==> config.mk <==
export PLATFORM = sky130hd
export DESIGN_NAME = serrcv
export DESIGN_NICKNAME = d
export VERILOG_FILES = /design/src/rtl/ser_pkg.sv /design/src/rtl/ser_sync.sv /design/src/rtl/serrcv.sv
export SDC_FILE = /design/constraint.sdc
export NUM_CORES = 1
export LEC_CHECK = 0
export CORE_ASPECT_RATIO = 1.2
export CORE_MARGIN = 2
export CORE_UTILIZATION = 35
export CTS_BUF_LIST = sky130_fd_sc_hd__clkbuf_4 sky130_fd_sc_hd__clkbuf_8
export CTS_CLUSTER_SIZE = 25
export DETAILED_ROUTE_END_ITERATION = 7
export PLACE_DENSITY = 0.57
export SLEW_MARGIN = 20
export SYNTH_ARGS = -nofsm -noshare
export SYNTH_HDL_FRONTEND = slang
export SYNTH_SLANG_ARGS = --single-unit
==> constraint.sdc <==
create_clock -name clk -period 2.9 [get_ports clk]
set_clock_uncertainty 0.2 [all_clocks]
set_input_delay 0.435 -clock clk [delete_from_list [all_inputs] [get_ports clk]]
set_output_delay 0.435 -clock clk [all_outputs]
set_load 0.005 [all_outputs]
==> src/rtl/ser_pkg.sv <==
// Shared definitions for the serial line blocks: receiver state encoding,
// frame format constants and the bit-length clamp.
package ser_pkg;

    localparam int          SER_DATA_BITS   = 8;
    localparam logic [15:0] SER_MIN_BIT_LEN = 16'd4;

    typedef enum logic [2:0] {
        IDLE,
        START,
        DATA,
        STOP,
        BREAK
    } rcv_state_t;

    // Bit lengths below the minimum would leave no room for a mid-bit sample.
    function automatic logic [15:0] ser_clamp_bit_len(input logic [15:0] b);
        return (b < SER_MIN_BIT_LEN) ? SER_MIN_BIT_LEN : b;
    endfunction

endpackage

==> src/rtl/ser_sync.sv <==
// Two-flop synchronizer for asynchronous serial-side inputs; resets to the
// idle (high) level so a line in reset never looks like a start bit.
module ser_sync (
    input  logic clk,
    input  logic rst,
    input  logic d_i,
    output logic q_o
);

    logic meta_q;
    logic sync_q;

    always_ff @(posedge clk or posedge rst) begin
        if (rst) begin
            meta_q <= 1'b1;
            sync_q <= 1'b1;
        end else begin
            meta_q <= d_i;
            sync_q <= meta_q;
        end
    end

    assign q_o = sync_q;

endmodule

==> src/rtl/serrcv.sv <==
// 8N1 serial receiver front end: mid-bit sampling FSM that delivers each good
// byte with a one-cycle sr_full strobe and flags a low stop bit as frame_err.
module serrcv
    import ser_pkg::*;
(
    input  logic        clk,
    input  logic        rst,
    input  logic [15:0] bit_len,
    input  logic        serial_in,
    output logic        sr_full,
    output logic [7:0]  parallel_out,
    output logic        frame_err,
    output logic        busy
);

    logic                     rx_s;
    rcv_state_t               state_q, state_d;
    logic [15:0]              cnt_q, cnt_d;
    logic [15:0]              bl_q, bl_d;
    logic [2:0]               bitno_q, bitno_d;
    logic [SER_DATA_BITS-1:0] sr_q, sr_d;
    logic [7:0]               par_q, par_d;
    logic                     sr_full_q, sr_full_d;
    logic                     ferr_q, ferr_d;

    logic [15:0] b_new;
    logic [15:0] h_new;
    logic        sample;

    ser_sync u_sync (
        .clk (clk),
        .rst (rst),
        .d_i (serial_in),
        .q_o (rx_s)
    );

    // The clamp precedes the halving, so the half-bit count is at least 2.
    assign b_new  = ser_clamp_bit_len(bit_len);
    assign h_new  = b_new >> 1;
    assign sample = (cnt_q == 16'd0);

    always_ff @(posedge clk or posedge rst) begin
        if (rst) begin
            state_q   <= IDLE;
            cnt_q     <= 16'd0;
            bl_q      <= SER_MIN_BIT_LEN;
            bitno_q   <= 3'd0;
            sr_q      <= '0;
            par_q     <= 8'h00;
            sr_full_q <= 1'b0;
            ferr_q    <= 1'b0;
        end else begin
            state_q   <= state_d;
            cnt_q     <= cnt_d;
            bl_q      <= bl_d;
            bitno_q   <= bitno_d;
            sr_q      <= sr_d;
            par_q     <= par_d;
            sr_full_q <= sr_full_d;
            ferr_q    <= ferr_d;
        end
    end

    always_comb begin
        state_d = state_q;
        cnt_d   = cnt_q;
        bl_d    = bl_q;
        bitno_d = bitno_q;
        sr_d    = sr_q;
        case (state_q)
            IDLE: begin
                // bit_len is captured here only, so mid-frame edits wait a frame.
                if (!rx_s) begin
                    bl_d    = b_new;
                    cnt_d   = h_new - 16'd1;
                    state_d = START;
                end
            end
            START: begin
                if (!sample) begin
                    cnt_d = cnt_q - 16'd1;
                end else if (!rx_s) begin
                    cnt_d   = bl_q - 16'd1;
                    bitno_d = 3'd0;
                    state_d = DATA;
                end else begin
                    state_d = IDLE;
                end
            end
            DATA: begin
                if (!sample) begin
                    cnt_d = cnt_q - 16'd1;
                end else begin
                    sr_d    = {rx_s, sr_q[SER_DATA_BITS-1:1]};
                    cnt_d   = bl_q - 16'd1;
                    bitno_d = bitno_q + 3'd1;
                    if (bitno_q == 3'(SER_DATA_BITS - 1))
                        state_d = STOP;
                end
            end
            STOP: begin
                if (!sample)
                    cnt_d = cnt_q - 16'd1;
                else
                    state_d = rx_s ? IDLE : BREAK;
            end
            BREAK: begin
                if (rx_s)
                    state_d = IDLE;
            end
            default: state_d = IDLE;
        endcase
    end

    always_comb begin
        sr_full_d = (state_q == STOP) && sample && rx_s;
        ferr_d    = (state_q == STOP) && sample && !rx_s;
        par_d     = sr_full_d ? sr_q : par_q;
        busy      = (state_q != IDLE);
    end

    assign sr_full      = sr_full_q;
    assign frame_err    = ferr_q;
    assign parallel_out = par_q;

endmodule
==> results.yml <==
outcome:
  status: "finished clean"
route:
  vias: 3276
  drc: 0
  firstDrtPassIters: 4
  drt-total-wl_um: 9790
  wl_per_cell_um: 15.6
  drtIter0Drc: 179
  viasPerCell: 5.22
  ant_nets: 0
yosys:
  synth_commonest_cells: "96 x nand2_1, 55 x dfrtp_1, 35 x nor2_1, 24 x o21ai_0, 21 x a21oi_1"
  synth_top_area_cell: "dfrtp_1"
  yosys_warnings: 0
  yosysUniqueCellTypes: 56
  synth_area_um2: 3570
  yosys-top-cells-area: "dfrtp_1 39%, nand2_1 10%, xnor2_1 3.9%"
  synthCells: 422
  synth_edf_count: 0
  yosysTopAreaCellShare_pct: 38.6
  ys_seq_area_share_pct: 40.8
  ys.flop_type: "dfrtp_1"
  ys_ff_latch: 58
  synth_nets: 447
  ys_async_sr_fraction_pct: 100
  synth_most_common_cell: "nand2_1"
  syn_area_per_cell_um2: 8.45
clocking:
  cts_tree: "done"
  cts_max_level: 3
  cts_buffers: 9
  root_buffer: "clkbuf_8"
  clk_pin_slew_worst_paths_ns: 0.07
  clock_latency_ns: 0.35
  hold_buffers: 0
  cts_buffer_depth: 2
  cts_sinks: 58
timing:
  layout_setup_ws_ns: 0.0733
  finalCritPeriodShare_pct: 97.5
  period_needed_ns: 2.83
  max_freq_mhz: 354
  max-slew-margin-rel_pct: 41.7
  hold_violations: 0
  drv_slew: 0
  rsz0062_at_grt: "true"
  tightest_slew_ns: 0.872
  setup_viol_count_final: 0
  hold_ws_ns: 0.159
die:
  die_w_um: 96.2
  die_area_um2: 11000
  die_h_um: 115
  coreArea_um2: 9960
  start_util_pct: 35.8
  num_io_pins: 30
  rows: 40
pwr:
  p_comb_share_pct: 22.2
  total_power_mw: 2.52
  power.net_switching_uw: 713
  power_leakage_nw: 2.04
  clkPwrFrac_pct: 38.7
  seqPwrFrac_pct: 39.1
  p_per_area_nw_per_um2: 540
  internal-power_mw: 1.81
  peakVddDrop_uv: 277
  p_sw_share_pct: 28.3
placement:
  hpwl_um: 7280
  dpl-instance-area_um2: 4370
  gp_congestion: 0.896
  dpl_worst_slack_ns: -0.516
  port_buffers: 29
setup_path:
  cp.arrival_ns: 2.85
  end_kind: "register"
  critPathLaunchType: "register"
  critical_path.max_fanout: 10
  crit_type: "register to register"
  required_ns: 2.93
grt:
  antenna_found_initial: 0
  busiest_layer: "met2"
  grtUsageMet3_pct: 3.42
  use_met2_pct: 32.0
  met1_usage_pct: 24.4
  grt_usage_pct: 19.2
  grt_pass1_vias: 3354
  grt_first_pass_wirelength_um: 16400
  grt_max_degree: 41
  grt_overflow: 0
cells_and_area:
  finalNetCount: 521
  fillCellCount: 986
  design_area_um2: 4670
  n_antenna_cell: 0
  areaGrowthSynthToFinish_pct: 30.8
  drive_above_1_share_pct: 19.8
worst_hold_path:
  hold_class: "register to register"
flow_run:
  drv_cap: 0
[state kept, by name, summed over array words and instances (netlist names)]
signal,count
bitno_q,3
bl_q,16
cnt_q,16
frame_err,1
parallel_out,8
sr_full,1
sr_q,8
state_q,3
u_sync.meta_q,1
u_sync.q_o,1
[path summary, 6_finish.rpt]
| check | start | cells past startpoint | end | slack, ns |
|---|---|---|---|---|
| worst max-delay path | cnt_q[9] | 5 | sr_q[4] | 0.07 |
| worst min-delay path | u_sync.meta_q | 0 | u_sync.q_o | 0.16 |
| min in group asynchronous | rst | 2 | cnt_q[15] | 0.22 |
| worst min register to register | u_sync.meta_q | 0 | u_sync.q_o | 0.16 |
| max in group asynchronous | rst | 3 | u_sync.q_o | 1.63 |
| worst max register to register | cnt_q[9] | 5 | sr_q[4] | 0.07 |
[worst max-delay path, cell delays in order, from the launching register on]
cell and delay (ns):
dfrtp_1 0.38, or4_4 0.55, or3_4 0.34, or3_1 0.35
or4_4 0.55, mux2_4 0.33
[cell families after synthesis]
| logic type | count (synthesis) | share of synthesized area, % |
|---|---|---|
| compound gates | 83 | 14.9 |
| xor+xnor | 32 | 7.86 |
| fa+ha+maj | 6 | 2.10 |
| buf+inv | 28 | 3.40 |
| flops | 58 | 40.8 |
| mux | 9 | 3.68 |
| simple gates | 206 | 27.3 |
[routing by layer]
metal / vias up / wire length [µm]
met5: - / 0
met4: 0 / 223
met3: 19 / 453
met2: 83 / 4820
met1: 1523 / 4300
li1: 1651 / -
[metrics by stage]
stage	instances	utilization [%]	setup TNS, ns
6_report	627	46.9	0
5_1_grt	627	46.9	-0.0789
4_1_cts	627	46.7	0
3_5_place_dp	610	43.8	-3.40
3_3_place_gp	610	43.8	-2.73
2_1_floorplan	422	-	-0.401
[placed cells by master, fill, tap and decap left out, types with 11 or more instances in the layout]
| master | Yosys | routed |
|---|---|---|
| clkbuf_8 | 0 | 11 |
| clkdlybuf4s50_1 | 0 | 24 |
| a21oi_1 | 21 | 21 |
| nor2_1 | 35 | 33 |
| xnor2_1 | 16 | 16 |
| o21ai_0 | 24 | 24 |
| buf_4 | 0 | 53 |
| nor4_1 | 14 | 14 |
| xor2_1 | 16 | 16 |
| nand2_1 | 96 | 95 |
| nor3_1 | 20 | 17 |
| dfrtp_1 | 55 | 55 |
[power groups by stage]
stage | Combinational (mW) | Sequential [mW] | Clock, mW
global placement | 0.549 | 0.999 | 0
finish | 0.560 | 0.987 | 0.975
detailed placement | 0.556 | 1.00 | 0
CTS | 0.559 | 0.987 | 0.984
global route | 0.629 | 1.00 | 1.02
floorplan | 0.343 | 0.999 | 0
[cell type report]
class / count / area [µm²] / share of cell area [%]
sequential: 58 / 1460 / 31.2
tap: 126 / 158 / 3.38
clock buffer: 12 / 159 / 3.40
timing repair buffer: 83 / 702 / 15.0
multi-input combinational: 336 / 2070 / 44.3
inverter: 8 / 30.0 / 0.643
clock inverter: 4 / 97.6 / 2.09
[repair_timing]
action / CTS / global route
endpoints found under the setup margin: 5 / 7
setup buffers: 1 / 0
pin swaps: 9 / 5
resized for setup: 10 / 3
Note: power is estimated with default switching activity, not from simulation.
